**src/rtl/nsc_byte_push_arbiter.sv**
```systemverilog
// nsc_byte_push_arbiter: round-robin arbiter admitting whole even-length byte bursts
// from two requesters into the shared 9-bit push port of the dual-clock FIFO.
module nsc_byte_push_arbiter #(
    parameter int DepthBytes = 128,
    parameter int LenWidth   = 5
) (
    input  logic                          iClock,
    input  logic                          iReset,
    input  logic                          iReq0Valid,
    input  logic                          iReq1Valid,
    input  logic [LenWidth-1:0]           iReq0Length,
    input  logic [LenWidth-1:0]           iReq1Length,
    output logic [1:0]                    oReqGrant,
    input  logic [8:0]                    iReq0Data,
    input  logic [8:0]                    iReq1Data,
    input  logic                          iReq0DataValid,
    input  logic                          iReq1DataValid,
    output logic                          oReq0DataReady,
    output logic                          oReq1DataReady,
    output logic [8:0]                    oPushData,
    output logic                          oPushEnable,
    input  logic                          iFifoFull,
    input  logic [$clog2(DepthBytes)-1:0] iFifoDataCount,
    output logic                          oBusy,
    output logic                          oActiveId
);
    localparam int CntW = $clog2(DepthBytes);

    typedef enum logic [1:0] {IDLE, GRANT, STREAM, SETTLE} state_t;

    state_t              state_q, state_d;
    logic                ptr_q, ptr_d;
    logic                id_q, id_d;
    logic [LenWidth-1:0] rem_q, rem_d;
    logic                settle_q, settle_d;
    logic [1:0]          grant_q, grant_d;
    logic                busy_q, busy_d;

    logic                cand, cand_valid, fits, streaming, ready, sel_valid;
    logic [LenWidth-1:0] cand_len, eff_len;
    logic [CntW:0]       free;
    logic [8:0]          sel_data;

    always_comb begin
        cand       = (iReq0Valid && iReq1Valid) ? ptr_q : iReq1Valid;
        cand_valid = iReq0Valid || iReq1Valid;
        cand_len   = cand ? iReq1Length : iReq0Length;
        eff_len    = cand_len & ~LenWidth'(1);
        // the top count value is treated as possibly full, hence Depth-1
        free       = (CntW+1)'(DepthBytes - 1) - (CntW+1)'(iFifoDataCount);
        fits       = free >= (CntW+1)'(eff_len);
        streaming  = state_q == STREAM;
        ready      = streaming && !iFifoFull;
        sel_valid  = id_q ? iReq1DataValid : iReq0DataValid;
        sel_data   = id_q ? iReq1Data : iReq0Data;
    end

    assign oReq0DataReady = ready && !id_q;
    assign oReq1DataReady = ready && id_q;
    assign oPushEnable    = ready && sel_valid;
    assign oPushData      = streaming ? sel_data : '0;
    assign oReqGrant      = grant_q;
    assign oBusy          = busy_q;
    assign oActiveId      = id_q;

    always_comb begin
        state_d  = state_q;
        ptr_d    = ptr_q;
        id_d     = id_q;
        rem_d    = rem_q;
        settle_d = settle_q;
        grant_d  = '0;
        busy_d   = busy_q;
        unique case (state_q)
            IDLE: begin
                if (cand_valid && fits) begin
                    state_d = GRANT;
                    id_d    = cand;
                    ptr_d   = ~cand;
                    rem_d   = eff_len;
                    grant_d = cand ? 2'b10 : 2'b01;
                    busy_d  = 1'b1;
                end
            end
            GRANT: begin
                state_d = (rem_q == '0) ? IDLE : STREAM;
                busy_d  = rem_q != '0;
            end
            STREAM: begin
                if (oPushEnable) begin
                    rem_d = rem_q - 1'b1;
                    if (rem_q == LenWidth'(1)) begin
                        state_d  = SETTLE;
                        settle_d = 1'b0;
                    end
                end
            end
            SETTLE: begin
                settle_d = 1'b1;
                if (settle_q) begin
                    state_d = IDLE;
                    busy_d  = 1'b0;
                end
            end
            default: state_d = IDLE;
        endcase
    end

    always_ff @(posedge iClock or negedge iReset) begin
        if (!iReset) begin
            state_q  <= IDLE;
            ptr_q    <= 1'b0;
            id_q     <= 1'b0;
            rem_q    <= '0;
            settle_q <= 1'b0;
            grant_q  <= '0;
            busy_q   <= 1'b0;
        end else begin
            state_q  <= state_d;
            ptr_q    <= ptr_d;
            id_q     <= id_d;
            rem_q    <= rem_d;
            settle_q <= settle_d;
            grant_q  <= grant_d;
            busy_q   <= busy_d;
        end
    end
endmodule

```
**config.mk**
```make
export PLATFORM = sky130hd
export DESIGN_NAME = nsc_byte_push_arbiter
export DESIGN_NICKNAME = d
export VERILOG_FILES = /design/src/rtl/nsc_byte_push_arbiter.sv
export SDC_FILE = /design/constraint.sdc
export NUM_CORES = 1
export LEC_CHECK = 0
export BUFFER_PORTS_ARGS = -buffer_cell sky130_fd_sc_hd__buf_4
export CAP_MARGIN = 20
export CORE_UTILIZATION = 43
export DETAILED_ROUTE_END_ITERATION = 10
export PLACE_DENSITY = 0.85
export SLEW_MARGIN = 10
export SYNTH_ARGS = -nofsm -noshare
export SYNTH_HDL_FRONTEND = slang
export SYNTH_SLANG_ARGS = --single-unit
```
**constraint.sdc**
```tcl
create_clock -name iClock -period 3.12 [get_ports iClock]
set_input_delay 0.312 -clock iClock [delete_from_list [all_inputs] [get_ports iClock]]
set_output_delay 0.312 -clock iClock [all_outputs]
set_load 0.01 [all_outputs]
```
==> impl.org <==
** Worst setup path
- STA puts the critical path data required time at 3.30 ns.
- WP data arrival :: 2.82 ns
- Master of the slowest instance on the critical path :: sky130_fd_sc_hd__dfrtp_1
- The worst setup path is of the reg2reg kind.
- The critical path goes through o21ai_2 > mux2_2 > ha_1 > a21boi_0 > o221ai_1 > nand2_1 > nand2_1 > a32o_1.
- The most critical setup path has its startpoint at ptr_q.
- Biggest cell delay along the critical path :: 0.40 ns
- CP endpoint kind :: flop
- Together, buffers and inverters on the worst path number 0.
- Along the worst path, the maximum fanout reaches 6.
- Critical Path Start Type :: flop
- In this run the critical register-to-register path is launched from ptr_q.
- The most numerous cell type found on the critical path is sky130_fd_sc_hd__nand2_1.
- Grouping stages by cell kind, the critical path spends the most delay in compound AO/OA/AOI/OAI gates.

** Die
- Row count :: 17
- Die span in x :: 50.22 µm
- Die area :: 2522 µm²
- Area of the core region :: 2191 µm²
- Die Y :: 50.22 µm
- Once the floorplan was initialized, standard cells occupied 45.63% of the core.
- 58 I/O pins were placed.

** Logic synthesis
- Main synth FF type :: sky130_fd_sc_hd__dfrtp_1
- Post-Syn Area per Cell :: 8.847 µm²
- Yosys printed 0 warnings.
- After Yosys synthesis, full adders, half adders and majority gates account for 8.761% of the synthesized area.
- Yosys attributes the largest share of cell area to sky130_fd_sc_hd__dfrtp_1 (33%), sky130_fd_sc_hd__mux2i_1 (15%), sky130_fd_sc_hd__ha_1 (8.8%).
- The number of different library cells used by synthesis comes to 33.
- Counting every instance in the synthesized netlist gives 113.
- Async set-reset flop share out of synthesis :: 100.0%
- Fraction of the yosys area taken by sequential cells :: 32.54%
- Number of synthesized flops with an enable pin :: 0
- Register bit total from synthesis :: 13
- Synth Area in Simple Gates :: 19.27%
- Post-Synth XOR/XNOR Area :: 0%
- The portion of synthesized area spent on multiplexers is 16.15%.
- Synthesized-area fraction occupied by ao, oa, aoi and oai cells :: 15.89%
- Counting every net in the synthesized netlist gives 162.
- Dominant combinational cell family by area after synthesis :: simple AND/OR/NAND/NOR gates
- After synthesis, the largest area contributor takes up 32.54% of total cell area.
- Post-synthesis instance area :: 999.7 µm²
- sky130_fd_sc_hd__dfrtp_1 takes more of the synthesized area than any other cell.

** Clock tree
- The number of hold buffers added after CTS was 1.
- Bufs on Longest Clock Path :: 2
- Clock tree synthesis inserted a total of 3 buffers.
- Once the clock tree was built, the setup fixing pass inserted 0 buffers.
- TritonCTS built the clock tree.
- Clock-pin slew was measured on the worst setup and hold paths at 0.09 ns.
- Cell at the root of the clock tree :: sky130_fd_sc_hd__clkbuf_4
- CTS saw 13 sinks.
- Clock latency on the worst-skew pair, taken at its later pin, is 0.28 ns.
- Number of resized instances in the post-cts repair step :: 0
- H-tree depth :: 1

** STA
- Setup repair after global routing left no endpoint under its margin.
- Clock skew on the completed layout was measured at 0.006102 ns.
- Count of endpoints failing hold in the final timing report :: 0
- Tcrit/Tclk final :: 84.70%
- Timing would allow up to 0.3784 GHz.
- Setup total negative slack on the finished layout was measured at 0 ns.
- Headroom to the max-slew limit :: 61.97%
- Final count of negative-setup-slack endpoints :: 0
- The number of max-slew violations in the final report is 0.
- At the pin with the least slew margin, the transition time is 0.5704 ns.
- Post-route setup slack :: 0.4775 ns
- Shortest clock period the worst path allows after layout :: 2.643 ns

** Final layout
- Most used cells in the layout excluding fill and tap cells :: sky130_fd_sc_hd__buf_4 (55), sky130_fd_sc_hd__nor2_1 (16), sky130_fd_sc_hd__mux2i_1 (15)
- Compared with the post-synthesis result, the final layout area differs by 45.06%.
- With fillers left out, the area of the finished cells amounts to 1450 µm².
- Once layout is complete, the cells apart from fillers number 196.
- Final nets :: 218
- Final core occ :: 66.19%
- In the final layout, the share of cells above drive strength 1 is 38.10%.
- The number of antenna diodes in the final layout is 0.
- Most common cell after layout, fill and taps aside :: sky130_fd_sc_hd__buf_4

** Detailed routing
- Dividing the detail-routed via count by the number of cells gives 5.173.
- In the final routing, the length of wire on met1 measures 978 µm.
- Met3 wirelength from detailed routing :: 172 µm
- The routed design has 2.484 mm of wire.
- The detail route stage leaves a number of antenna-violating nets equal to 0.
- In this run the top signal layer used is met4.
- The routed layout has 1,014 vias.
- DRC marker count from the first detailed-route iteration :: 7
- Wire per inst :: 12.67 µm
- The first TritonRoute pass finished after 4 iterations.
- Count of unresolved DRC violations after routing :: 0
- Wire length on met2 :: 1.288 mm

** Pwr
- Leakage power :: 0.0007579 µW
- Power density normalized to cell area :: 708.3 nW/µm²
- Worst VDD drop :: 402.6 µV

** Global route
- Vias in the first global route :: 993
- Global route total overflow :: 0
- Number of antenna violations at the first check in global routing :: 0
- Largest net degree at the start of global routing :: 18
- Tot GR Track Use :: 21.60%
- First-pass GRT wire length :: 4.084 mm

** Placed design
- Routability-driven placement finished with a final weighted congestion of 0.7863.
- In this run the cell area measured after placement is 1413 µm².
- Setup WS pre-CTS :: 0.4631 ns
- Detailed placement ended at an HPWL of 2.043 mm.
- Number of instances in the placed design :: 191
- Buffers placed on the I/O ports in this run total 55.

** Worst hold path
- Classification of the worst-slack hold path :: in2reg
- In this run the most critical hold path is launched from iFifoFull.

** Run
- Reported max-cap violation count :: 0

** Status
- Result of the run :: completed
[cells by family (layout without fill, tap and decap cells)]
group	count (synthesis)	count (layout)
mux	16	16
simple gates	38	38
compound gates	25	25
flops	13	13
fa+ha+maj	7	7
buf+inv	14	69
[layout make-up]
class | count | area [µm²]
timing repair buffer | 56 | 422.9
sequential | 13 | 325.3
inverter | 9 | 38.79
clock buffer | 3 | 22.52
tap | 28 | 35.03
multi-input combinational | 86 | 600.6
fill | 191 | 740.7
clock inverter | 1 | 5.005
[report_power, final]
group | switching (µW) | internal (µW)
registers | 95.5 | 236
clock network | 59.4 | 47.6
logic | 287 | 301
total | 442 | 585
[sequential cells by signal, summed over array words and instances (netlist names), named ones only]
signal,flops
oActiveId,1
settle_q,1
oReqGrant,2
rem_q,5
oBusy,1
state_q,1
ptr_q,1
[cells in the mapped netlist, types with 2 or more instances]
cell type	n
sky130_fd_sc_hd__nor2_1	16
sky130_fd_sc_hd__mux2i_1	15
sky130_fd_sc_hd__dfrtp_1	13
sky130_fd_sc_hd__a21oi_1	8
sky130_fd_sc_hd__inv_1	8
sky130_fd_sc_hd__ha_1	7
sky130_fd_sc_hd__nand2_1	6
sky130_fd_sc_hd__o21ai_0	5
sky130_fd_sc_hd__nand3_1	4
sky130_fd_sc_hd__nor3_1	3
sky130_fd_sc_hd__a21boi_0	2
sky130_fd_sc_hd__and3_1	2
sky130_fd_sc_hd__buf_6	2
sky130_fd_sc_hd__clkbuf_1	2
sky130_fd_sc_hd__nor3b_1	2
[worst paths after layout]
path	cells after the start	endpoint	slack [ns]
worst min register to register	2	oBusy	0.50
worst min-delay path	3	rem_q[0]	0.38
worst max register to register	8	rem_q[4]	0.48
worst max-delay path	8	rem_q[4]	0.48
max in group asynchronous	2	async pin	2.56
min in group asynchronous	2	oBusy	0.40
[per-layer routing]
metal / GRT usage [%] / vias to the layer above
met3: 5.455 / 6
li1: - / 507
met4: 4.286 / 0
met2: 40.22 / 52
met1: 24.43 / 449
met5: 0 / -
[worst min-delay path, stage by stage]
cell	delay, ns
sky130_fd_sc_hd__buf_4	0.09
sky130_fd_sc_hd__or3_4	0.15
sky130_fd_sc_hd__mux2i_1	0.07
[metrics by stage]
stage,total power [µW],hold WS (ns)
3_3_place_gp,897.5,0.1592
2_1_floorplan,732.6,0.01641
5_1_grt,1117,0.3915
6_report,1027,0.3821
4_1_cts,1034,0.3848
3_5_place_dp,923.8,0.1658
No activity file was read; power rests on OpenSTA's default activity.
